### src/rtl/qupls4_xform_seq.sv
// qupls4_xform_seq: initiator-side sequencer for the Qupls4 graphics transform unit.
// Latency: point accepted at cycle T -> xf_ld high at T+1; done first sampled at W -> res_valid at W+5.
// Backpressure: result held stable in OUT until res_ready; pt_ready only in IDLE and never while m_wr_req.
//
// Ports:
//   clk, rst                    clock, asynchronous active-high reset
//   m_wr_req/m_idx/m_data/m_ack matrix coefficient write request and its issue pulse
//   pt_valid/pt_ready/pt_x/y/z  input point handshake
//   res_valid/res_ready/res_*   result beat (x', y', z', err)
//   err_mismatch                sticky coefficient readback mismatch (0 unless readback is built in)
//   busy                        sequencer not idle
//   xf_op/ld/wr/a/b, xf_o/done  transform unit port (all outputs registered)
//
// Build option: define QUPLS4_XFORM_READBACK_EN to read back and compare every coefficient write.

module qupls4_xform_seq #(
   parameter int TIMEOUT = 255,
   parameter int DW      = 32
) (
   input  logic          clk,
   input  logic          rst,
   input  logic          m_wr_req,
   input  logic [3:0]    m_idx,
   input  logic [DW-1:0] m_data,
   output logic          m_ack,
   input  logic          pt_valid,
   output logic          pt_ready,
   input  logic [DW-1:0] pt_x,
   input  logic [DW-1:0] pt_y,
   input  logic [DW-1:0] pt_z,
   output logic          res_valid,
   input  logic          res_ready,
   output logic [DW-1:0] res_x,
   output logic [DW-1:0] res_y,
   output logic [DW-1:0] res_z,
   output logic          res_err,
   output logic          err_mismatch,
   output logic          busy,
   output logic [1:0]    xf_op,
   output logic          xf_ld,
   output logic          xf_wr,
   output logic [63:0]   xf_a,
   output logic [63:0]   xf_b,
   input  logic [63:0]   xf_o,
   input  logic          xf_done
);

   typedef enum logic [3:0] {
      S_IDLE,
      S_MWR,
      S_MRB1,
      S_MRB2,
      S_LD,
      S_GUARD,
      S_WAIT,
      S_RDX,
      S_RDY,
      S_RDZ,
      S_RDW,
      S_OUT
   } state_t;

   localparam int CW = (TIMEOUT > 1) ? $clog2(TIMEOUT) : 1;

   state_t        state;
   logic [CW-1:0] wait_cnt;

   // Only the low DW bits of the unit result carry a coordinate.
   logic unused_o;
   assign unused_o = ^xf_o[63:DW];

   assign pt_ready = (state == S_IDLE) && !m_wr_req;
   assign busy     = (state != S_IDLE);

`ifndef QUPLS4_XFORM_READBACK_EN
   assign err_mismatch = 1'b0;
`endif

   // Outputs are registered on the transition into the state that "drives" them,
   // so each value is visible on the unit port for exactly the cycle the FSM sits there.
   always_ff @(posedge clk or posedge rst) begin
      if (rst) begin
         state     <= S_IDLE;
         wait_cnt  <= '0;
         xf_op     <= 2'd0;
         xf_ld     <= 1'b0;
         xf_wr     <= 1'b0;
         xf_a      <= 64'd0;
         xf_b      <= 64'd0;
         m_ack     <= 1'b0;
         res_valid <= 1'b0;
         res_err   <= 1'b0;
         res_x     <= '0;
         res_y     <= '0;
         res_z     <= '0;
`ifdef QUPLS4_XFORM_READBACK_EN
         err_mismatch <= 1'b0;
`endif
      end else begin
         // single-cycle strobes
         m_ack <= 1'b0;
         xf_ld <= 1'b0;
         xf_wr <= 1'b0;

         case (state)
            S_IDLE: begin
               if (m_wr_req) begin
                  state <= S_MWR;
                  xf_op <= 2'd3;
                  xf_wr <= 1'b1;
                  xf_a  <= {60'd0, m_idx};
                  xf_b  <= 64'(m_data);
`ifndef QUPLS4_XFORM_READBACK_EN
                  m_ack <= 1'b1;
`endif
               end else if (pt_valid) begin
                  state <= S_LD;
                  xf_ld <= 1'b1;
                  xf_a  <= 64'({pt_y, pt_x});
                  xf_b  <= 64'(pt_z);
               end
            end

`ifdef QUPLS4_XFORM_READBACK_EN
            // xf_op stays 3 with wr low: the unit reads back the same index.
            S_MWR: state <= S_MRB1;

            S_MRB1: begin
               state <= S_MRB2;
               xf_op <= 2'd0;
               m_ack <= 1'b1;
            end

            // xf_o now holds the readback; xf_b still holds the written value.
            S_MRB2: begin
               state <= S_IDLE;
               if (xf_a[3:2] != 2'b11 && xf_o[DW-1:0] != xf_b[DW-1:0])
                  err_mismatch <= 1'b1;
            end
`else
            S_MWR: begin
               state <= S_IDLE;
               xf_op <= 2'd0;
            end
`endif

            S_LD: state <= S_GUARD;

            // The unit's done flag is stale for one cycle after ld.
            S_GUARD: begin
               wait_cnt <= '0;
               state    <= S_WAIT;
            end

            S_WAIT: begin
               if (xf_done) begin
                  state <= S_RDX;
               end else if (wait_cnt == CW'(TIMEOUT - 1)) begin
                  res_err   <= 1'b1;
                  res_x     <= '0;
                  res_y     <= '0;
                  res_z     <= '0;
                  res_valid <= 1'b1;
                  state     <= S_OUT;
               end else begin
                  wait_cnt <= wait_cnt + 1'b1;
               end
            end

            // xf_o lags xf_op by one cycle, so each capture takes the previous op's result.
            S_RDX: begin
               xf_op <= 2'd1;
               state <= S_RDY;
            end

            S_RDY: begin
               res_x <= xf_o[DW-1:0];
               xf_op <= 2'd2;
               state <= S_RDZ;
            end

            S_RDZ: begin
               res_y <= xf_o[DW-1:0];
               xf_op <= 2'd0;
               state <= S_RDW;
            end

            S_RDW: begin
               res_z     <= xf_o[DW-1:0];
               res_err   <= 1'b0;
               res_valid <= 1'b1;
               state     <= S_OUT;
            end

            S_OUT: begin
               if (res_ready) begin
                  res_valid <= 1'b0;
                  state     <= S_IDLE;
               end
            end

            default: state <= S_IDLE;
         endcase
      end
   end

endmodule

### config.mk
export PLATFORM = sky130hd
export DESIGN_NAME = qupls4_xform_seq
export DESIGN_NICKNAME = d
export VERILOG_FILES = /design/src/rtl/qupls4_xform_seq.sv
export SDC_FILE = /design/constraint.sdc
export NUM_CORES = 1
export LEC_CHECK = 0
export CORE_AREA = 2 2 169 171
export DETAILED_ROUTE_END_ITERATION = 6
export DIE_AREA = 0 0 171 173
export MAX_ROUTING_LAYER = met4
export PLACE_DENSITY = 0.66
export SKIP_LAST_GASP = 1
export SYNTH_ARGS = -nofsm -noshare
export SYNTH_HDL_FRONTEND = slang
export SYNTH_SLANG_ARGS = --single-unit
### constraint.sdc
create_clock -name clk -period 10.2 [get_ports clk]
set_clock_uncertainty 0.1 [all_clocks]
set_input_delay 2.04 -clock clk [delete_from_list [all_inputs] [get_ports clk]]
set_output_delay 2.04 -clock clk [all_outputs]
set_load 0.03 [all_outputs]
=== Word-level counts from Yosys, hierarchy flattened ===
Index checks and enable logic that the tools add are counted.

* Reduce and logical (&&, ||, !) cells: 20
* Mux-type cells: 30
* Equality and inequality tests: 17
* Add/sub/neg operators: 1

{| class="wikitable"
|+ Operators with widths
! kind !! count
|-
| two-way mux 64 bit || 4
|-
| case mux 32 bit (2 select lines) || 3
|-
| two-way mux 32 bit || 2
|-
| case mux 4 bit (9 select lines) || 1
|-
| two-way mux 4 bit || 5
|-
| == test 4 x 3 -> 1 bit (second input constant) || 4
|-
| == test 4 bit (second input constant) || 4
|-
| two-way mux 8 bit || 2
|-
| case mux 8 bit (2 select lines) || 1
|-
| AND reduction 3 bit || 5
|-
| != test 2 bit (second input constant) || 5
|-
| nonzero test 2 bit || 5
|-
| adder 8 x 1 -> 8 bit (second input constant) || 1
|-
| == test 8 bit (second input constant) || 1
|-
| two-way mux 1 bit || 8
|-
| case mux 2 bit (4 select lines) || 1
|-
| nonzero test 4 bit || 2
|-
| != test 3 bit (second input constant) || 2
|-
| == test 4 x 1 -> 1 bit (second input constant) || 1
|-
| logical NOT 4 bit || 1
|-
| AND reduction 2 bit || 2
|-
| AND reduction 4 bit || 1
|-
| case mux 1 bit (3 select lines) || 1
|-
| nonzero test 3 bit || 1
|-
| other kinds (5) || 5
|}

* Logic and storage cells: 80
* Bits of input ports: 202
* Bits in registers: 242

=== Depth between registers and ports, before layout ===
Gate-level depths: netlist (run 1).

* Depth after elaboration: 4
* Depth in mapped cells: 8
* Depth with buffers taken out: 6

=== Worst setup path before layout (run 1) ===
No wires, ideal clock.

* Path kind: input port to output port
* Start point: input m_wr_req
* End point: output pt_ready
* Cell stages on the path: 2
* Slack: 5.425 ns
* Data required time: 8.060 ns
* Buffers on the path: 1
* Arrival: 2.635 ns
* Cells stage by stage: clkbuf_1 > nor2_1

* Cells in the longest elaborated chain, start to end: 2

{| class="wikitable"
|+ RTL lines
! item !! line !! RTL
|-
| start: declaration || 22 || <nowiki>input logic m_wr_req,</nowiki>
|-
| logical NOT 1 bit || 72 || <nowiki>assign pt_ready = (state == S_IDLE) && !m_wr_req;</nowiki>
|-
| logical AND 1 bit || 72 ||
|-
| end: declaration || 27 || <nowiki>output logic pt_ready,</nowiki>
|}

Every way passes these cells.

=== Worst setup path in the final report (run 1) ===
Ends and elaborated chain as after synthesis.

==> metrics, run 1 <==
Lkg Pwr=5.910 nW; drt first pass iters=5; final hold violations=0; Post-Layout Cell Count=1,598; Critical Path Start=m_wr_req; total CTS buffers=25; Longest Clk Path Bufs=3; initial antenna violation count=0; final core occ=48.88%; Via-to-Cell Ratio=4.680; number of max-cap violations=0; PD cells=329.7 nW/um^2; H-tree depth=1; FF-to-FF Start=state[1]; Setup CP Type=in2out; most common cell after layout, fill and taps aside=clkdlybuf4s50_1; Arr. time, crit path=3.05 ns; Crit. End Element=output port; Async SR Flop Fraction=100.0%; synthesized area=8836 sq um; vias post-DR=7,479; outcome=finished, final reports clean; HP Class=reg2reg; largest fanout on the critical path=3; Reg-to-Reg End=xf_b[15]; vias in the first global route=7,414; ys flop type=dfrtp_1; register bit total from synthesis=210; R2R Setup Slk=7.49 ns; WHS Path Cells=2; FILL cells=2,567; Slew HR=33.40%; hold_sp=xf_b[12]; Slew Limit Fails=0; Peak VDD IR=0.1525 mV; number of flops mapped to enable cells by yosys=0; residual DRC count=0; clk slew on worst S/H paths=0.05 ns; share of layout cells above drive strength 1=5.656%; global-route wire length before repair=43.76 mm; dpl cells=1,554; CTS tree=yes; register area share after synthesis=59.47%; diodes inserted=0; Avg Cell Area, Syn=10.31 sq um; Setup WS post-layout=5.013 ns; Period minus WS final=5.187 ns; DRT antenna net count=0; required time of the critical path=8.06 ns; Port Buffers=370; Setup Fix Bufs, Post-CTS=0; GP Congestion=0.8399; Hold EP=xf_b[12]; I/O pins=436; Startpoint Class=input port; chip height=173 um; pin count of the biggest net entering global routing=110; initial DRC count=388; Die Area=29,580 sq um; CTS sink count=210; Worst-Margin Slew=0.9990 ns; Routed WL=28.42 mm; synth warn=0; Synth cell types=50; Final setup viols=0; Clock Latency Late Sink=0.51 ns; final period utilization=50.85%; Synth Instances=857; Initial Util=31.98%; Routed WL per cell=17.79 um; Clock Root Buffer=clkbuf_16; maximum clock rate=0.1928 GHz; RSZ-0062 raised after global routing=false; most frequent cells in the layout=clkdlybuf4s50_1 (369), nand2_1 (241), dfrtp_1 (210); Die Wd=171 um; dpl hpwl=19.31 mm; pre-CTS setup slack=5.026 ns; post-cts repair resize count=0; FP Rows=61; total negative setup slack=0 ns; CTS hold repair buffers=0; hold_ws=0.3734 ns; final global-route overflow total=0; Nets=1,407; placeable core region=27,630 sq um; area delta synth->final=52.83%; Reg2Reg Depth=4; Total Routing Usage GR=19.30%
## cells in the mapped netlist (2+ instances only)
library cell	instances	area, sq um
dfrtp_1	210	5255
buf_4	42	315.3
clkbuf_2	5	25.02
buf_1	7	26.28
nand2_1	241	904.6
inv_1	4	15.01
o32ai_1	2	17.52
ha_1	2	25.02
nand3_1	5	25.02
clkbuf_1	28	105.1
mux2i_1	39	390.4
nor3_1	2	10.01
a22o_1	60	525.5
and2_1	2	12.51
buf_6	2	22.52
buf_2	11	55.05
a21oi_1	8	40.04
nor2b_1	5	31.28
and3_1	2	12.51
o21ai_1	4	20.02
nand2b_1	2	12.51
nor2_1	11	41.29
o21ai_0	135	675.7
o2bb2ai_1	2	17.52
## report_power, final
part	total, mW	leakage (nW)	switching (mW)	internal, mW
logic	2.17	2.98	1.30	0.866
registers	1.42	2.53	0.228	1.19
clock network	0.870	0.395	0.358	0.512
total	4.45	5.91	1.89	2.57
## worst max-delay path: stages
cell and delay (ns):
buf_2 0.16, nor2_1 0.15, clkdlybuf4s50_1 0.69
## cell type report
class                   instances  area [sq um]  area share [%]
flip-flops and latches        210          5255           38.91
clock buffers                  32         701.9           5.198
well taps                     378         473.0           3.502
repair buffers                382          3789           28.06
clock inverters                12         102.6          0.7597
inverters                       5         26.28          0.1946
multi-input cells             579          3157           23.38
## sequential cells by signal, indices dropped and copies added (netlist names)
register and count:
res_err 1, res_valid 1, res_x 32, res_y 32, res_z 32, state 4, wait_cnt 8, xf_a 64
xf_b 32, xf_ld 1, xf_op 2, xf_wr 1
## metrics by stage
| stage | total power, mW | area, sq um |
|---|---|---|
| 2_1_floorplan | 2.650 | 8956 |
| 4_1_cts | 4.498 | 13500 |
| 3_3_place_gp | 3.576 | 12700 |
| 5_1_grt | 4.697 | 13500 |
| 3_5_place_dp | 3.603 | 12700 |
| 6_report | 4.453 | 13500 |
## layer usage
layer	global-route usage (%)	vias up	share of wire [%]
li1	-	3541	-
met1	24.59	3638	42
met2	31.12	245	49
met3	3.365	55	5.5
met4	6.356	0	3.5
met5	-	-	0
## kinds of logic (layout without fill, tap and decap cells)
group,Yosys count,count (layout),synth area share [%]
simple gates,282,282,13.51
fa+ha+maj,2,2,0.2832
buf+inv,100,431,6.429
mux,40,40,4.545
other cells,1,33,0.04244
compound gates,221,221,15.62
xor+xnor,1,1,0.09914
flops,210,210,59.47
## worst max path at each step
stage / end / slack [ns] / depth (start not counted)
after floorplan: res_err / 2.32 / 1
after global placement: pt_ready / 5.02 / 3
after detailed placement: pt_ready / 5.03 / 3
after CTS: pt_ready / 5.02 / 3
after global routing: pt_ready / 4.98 / 3
final: pt_ready / 5.01 / 3
(Power assumes the default switching activity.)
==> run 2, diff against run 1 <==
==> constraint.sdc (replaced) <==
create_clock -name clk -period 4.8 [get_ports clk]
set_clock_uncertainty 0.1 [all_clocks]
set_input_delay 0.96 -clock clk [delete_from_list [all_inputs] [get_ports clk]]
set_output_delay 0.96 -clock clk [all_outputs]
set_load 0.03 [all_outputs]
==> metrics, run 2 (synthesized netlist as in run 1, its figures left out) <==
DRT antenna net count=0 (unchanged); Reg area=5255 sq um (unchanged); Reg2Reg Depth=6 (+2); Startpoint Class=register; chip height=173 um (unchanged); PD cells=699.4 nW/um^2 (+110%); diodes inserted=0 (unchanged); share of layout cells above drive strength 1=5.569% (-0.087 points); dpl hpwl=19.36 mm (+0.23%); clk slew on worst S/H paths=0.06 ns (about the same); area delta synth->final=53.27%; dpl cells=1,555 (+0.064%); initial DRC count=387 (-0.26%); outcome=finished, final reports clean; Final setup viols=0 (unchanged); hold_ws=0.3769 ns (+0.003500 ns); Routed WL per cell=17.74 um (-0.25%); CTS sink count=210 (unchanged); Setup Fix Bufs, Post-CTS=0 (unchanged); total negative setup slack=0 ns (unchanged); cells along the critical path=nor4_4, inv_2, nor2_1, clkdlybuf4s50_1; R2R Setup Slk=1.90 ns (-5.59 ns); Lkg Pwr=5.933 nW (+0.39%); Routed WL=28.37 mm (-0.19%); final global-route overflow total=0 (unchanged); Slew HR=35.57% (+2.2 points); Crit. End Element=output port; Setup CP Type=reg2out; slowest stage delay, CP=0.70 ns (about the same); Arr. time, crit path=2.63 ns (-0.42 ns); largest fanout on the critical path=21 (+18); Worst-Margin Slew=0.9627 ns (-0.03628 ns); residual DRC count=0 (unchanged); GP Congestion=0.8331 (-0.81%); CTS hold repair buffers=0 (unchanged); Die Wd=171 um (unchanged); hold_sp=xf_a[0]; CP max-delay cell=clkdlybuf4s50_1; Clock Root Buffer=clkbuf_16; Via-to-Cell Ratio=4.700 (+0.43%); FF-to-FF Start=state[1]; total CTS buffers=25 (unchanged); H-tree depth=1 (unchanged); I/O pins=436 (unchanged); Clock Latency Late Sink=0.51 ns (about the same); global-route wire length before repair=44.06 mm (+0.68%); Slew Limit Fails=0 (unchanged); vias in the first global route=7,532 (+1.6%); Initial Util=31.98% (unchanged); final core occ=49.02% (+0.14 points); initial antenna violation count=0 (unchanged); Longest Clk Path Bufs=3 (unchanged); HP Class=reg2reg; most frequent cells in the layout=clkdlybuf4s50_1 (369), nand2_1 (241), dfrtp_1 (210); Period minus WS final=3.691 ns; final hold violations=0 (unchanged); FP Rows=61 (unchanged); CTS tree=yes; Hold EP=xf_a[0]; post-cts repair resize count=0 (unchanged); FILL cells=2,560 (-0.27%); RSZ-0062 raised after global routing=false; Nets=1,408 (+0.071%); pin count of the biggest net entering global routing=107 (-2.7%); final period utilization=76.90%; Post-Layout Cell Count=1,599 (+0.063%); most common cell after layout, fill and taps aside=clkdlybuf4s50_1; Total Routing Usage GR=19.28% (-0.022 points); required time of the critical path=3.74 ns (-4.32 ns); Reg-to-Reg End=xf_a[62]; vias post-DR=7,516 (+0.49%); number of max-cap violations=0 (unchanged); maximum clock rate=0.2709 GHz; Largest Register=xf_a; max FFs per register=64 (unchanged); multi-input combinational cell area=3157 sq um (unchanged); placeable core region=27,630 sq um (unchanged); drt first pass iters=4 (-1); Die Area=29,580 sq um (unchanged); Port Buffers=370 (unchanged); WHS Path Cells=2 (unchanged); Peak VDD IR=0.3003 mV (+97%)
-- run 2: changes by cell type in the layout (fill, tap and decap cells not counted), sizes merged --
| cell | before | now |
|---|---|---|
| clkinvlp | 3 | 1 |
| clkbuf | 32 | 36 |
| buf | 13 | 14 |
| inv | 6 | 4 |
-- run 2: where the power goes --
| part | internal (mW) | switching (mW) |
|---|---|---|
| sequential | 2.53 | 0.476 |
| combinational | 1.86 | 2.76 |
| clock | 1.11 | 0.732 |
| total | 5.50 | 3.97 |
-- run 2: per-stage QoR --
step                      power [mW]  area (sq um)  worst slack [ns]
after floorplan                5.631          8960             1.012
after global placement         7.618         12740             1.571
after detailed placement       7.684         12740             1.539
after CTS                      9.577         13540             1.078
after global routing           10.00         13540            0.9874
final                          9.471         13540             1.109
-- run 2: layout make-up --
type | instances | area share (%)
well taps | 378 | 3.492
inverters | 5 | 0.1663
clock inverters | 8 | 0.4804
flip-flops and latches | 210 | 38.80
clock buffers | 36 | 5.442
repair buffers | 383 | 28.31
multi-input cells | 579 | 23.31
-- run 2: worst max path at each step --
stage                     slack [ns]  endpoint  cells past startpoint  startpoint
final                           1.11  pt_ready                      4    state[1]
after global routing            0.99  pt_ready                      4    state[1]
after CTS                       1.08  pt_ready                      4    state[1]
after detailed placement        1.54  pt_ready                      3    m_wr_req
after global placement          1.57  pt_ready                      3    m_wr_req
after floorplan                 1.01   res_err                      1         rst
-- run 2: layer usage --
metal | vias up | GRT usage [%] | wire length (um)
met5 | - | - | 0
met4 | 0 | 7.062 | 1046
met3 | 66 | 4.051 | 1793
met2 | 244 | 30.81 | 13740
met1 | 3669 | 24.05 | 11790
li1 | 3537 | - | -
-- run 2: worst max-delay path: cells and delay by family, from the launching register on --
| family | cells | cell delay (ns) |
|---|---|---|
| buf+inv | 2 | 0.79 |
| flops | 1 | 0.64 |
| simple gates | 2 | 0.67 |
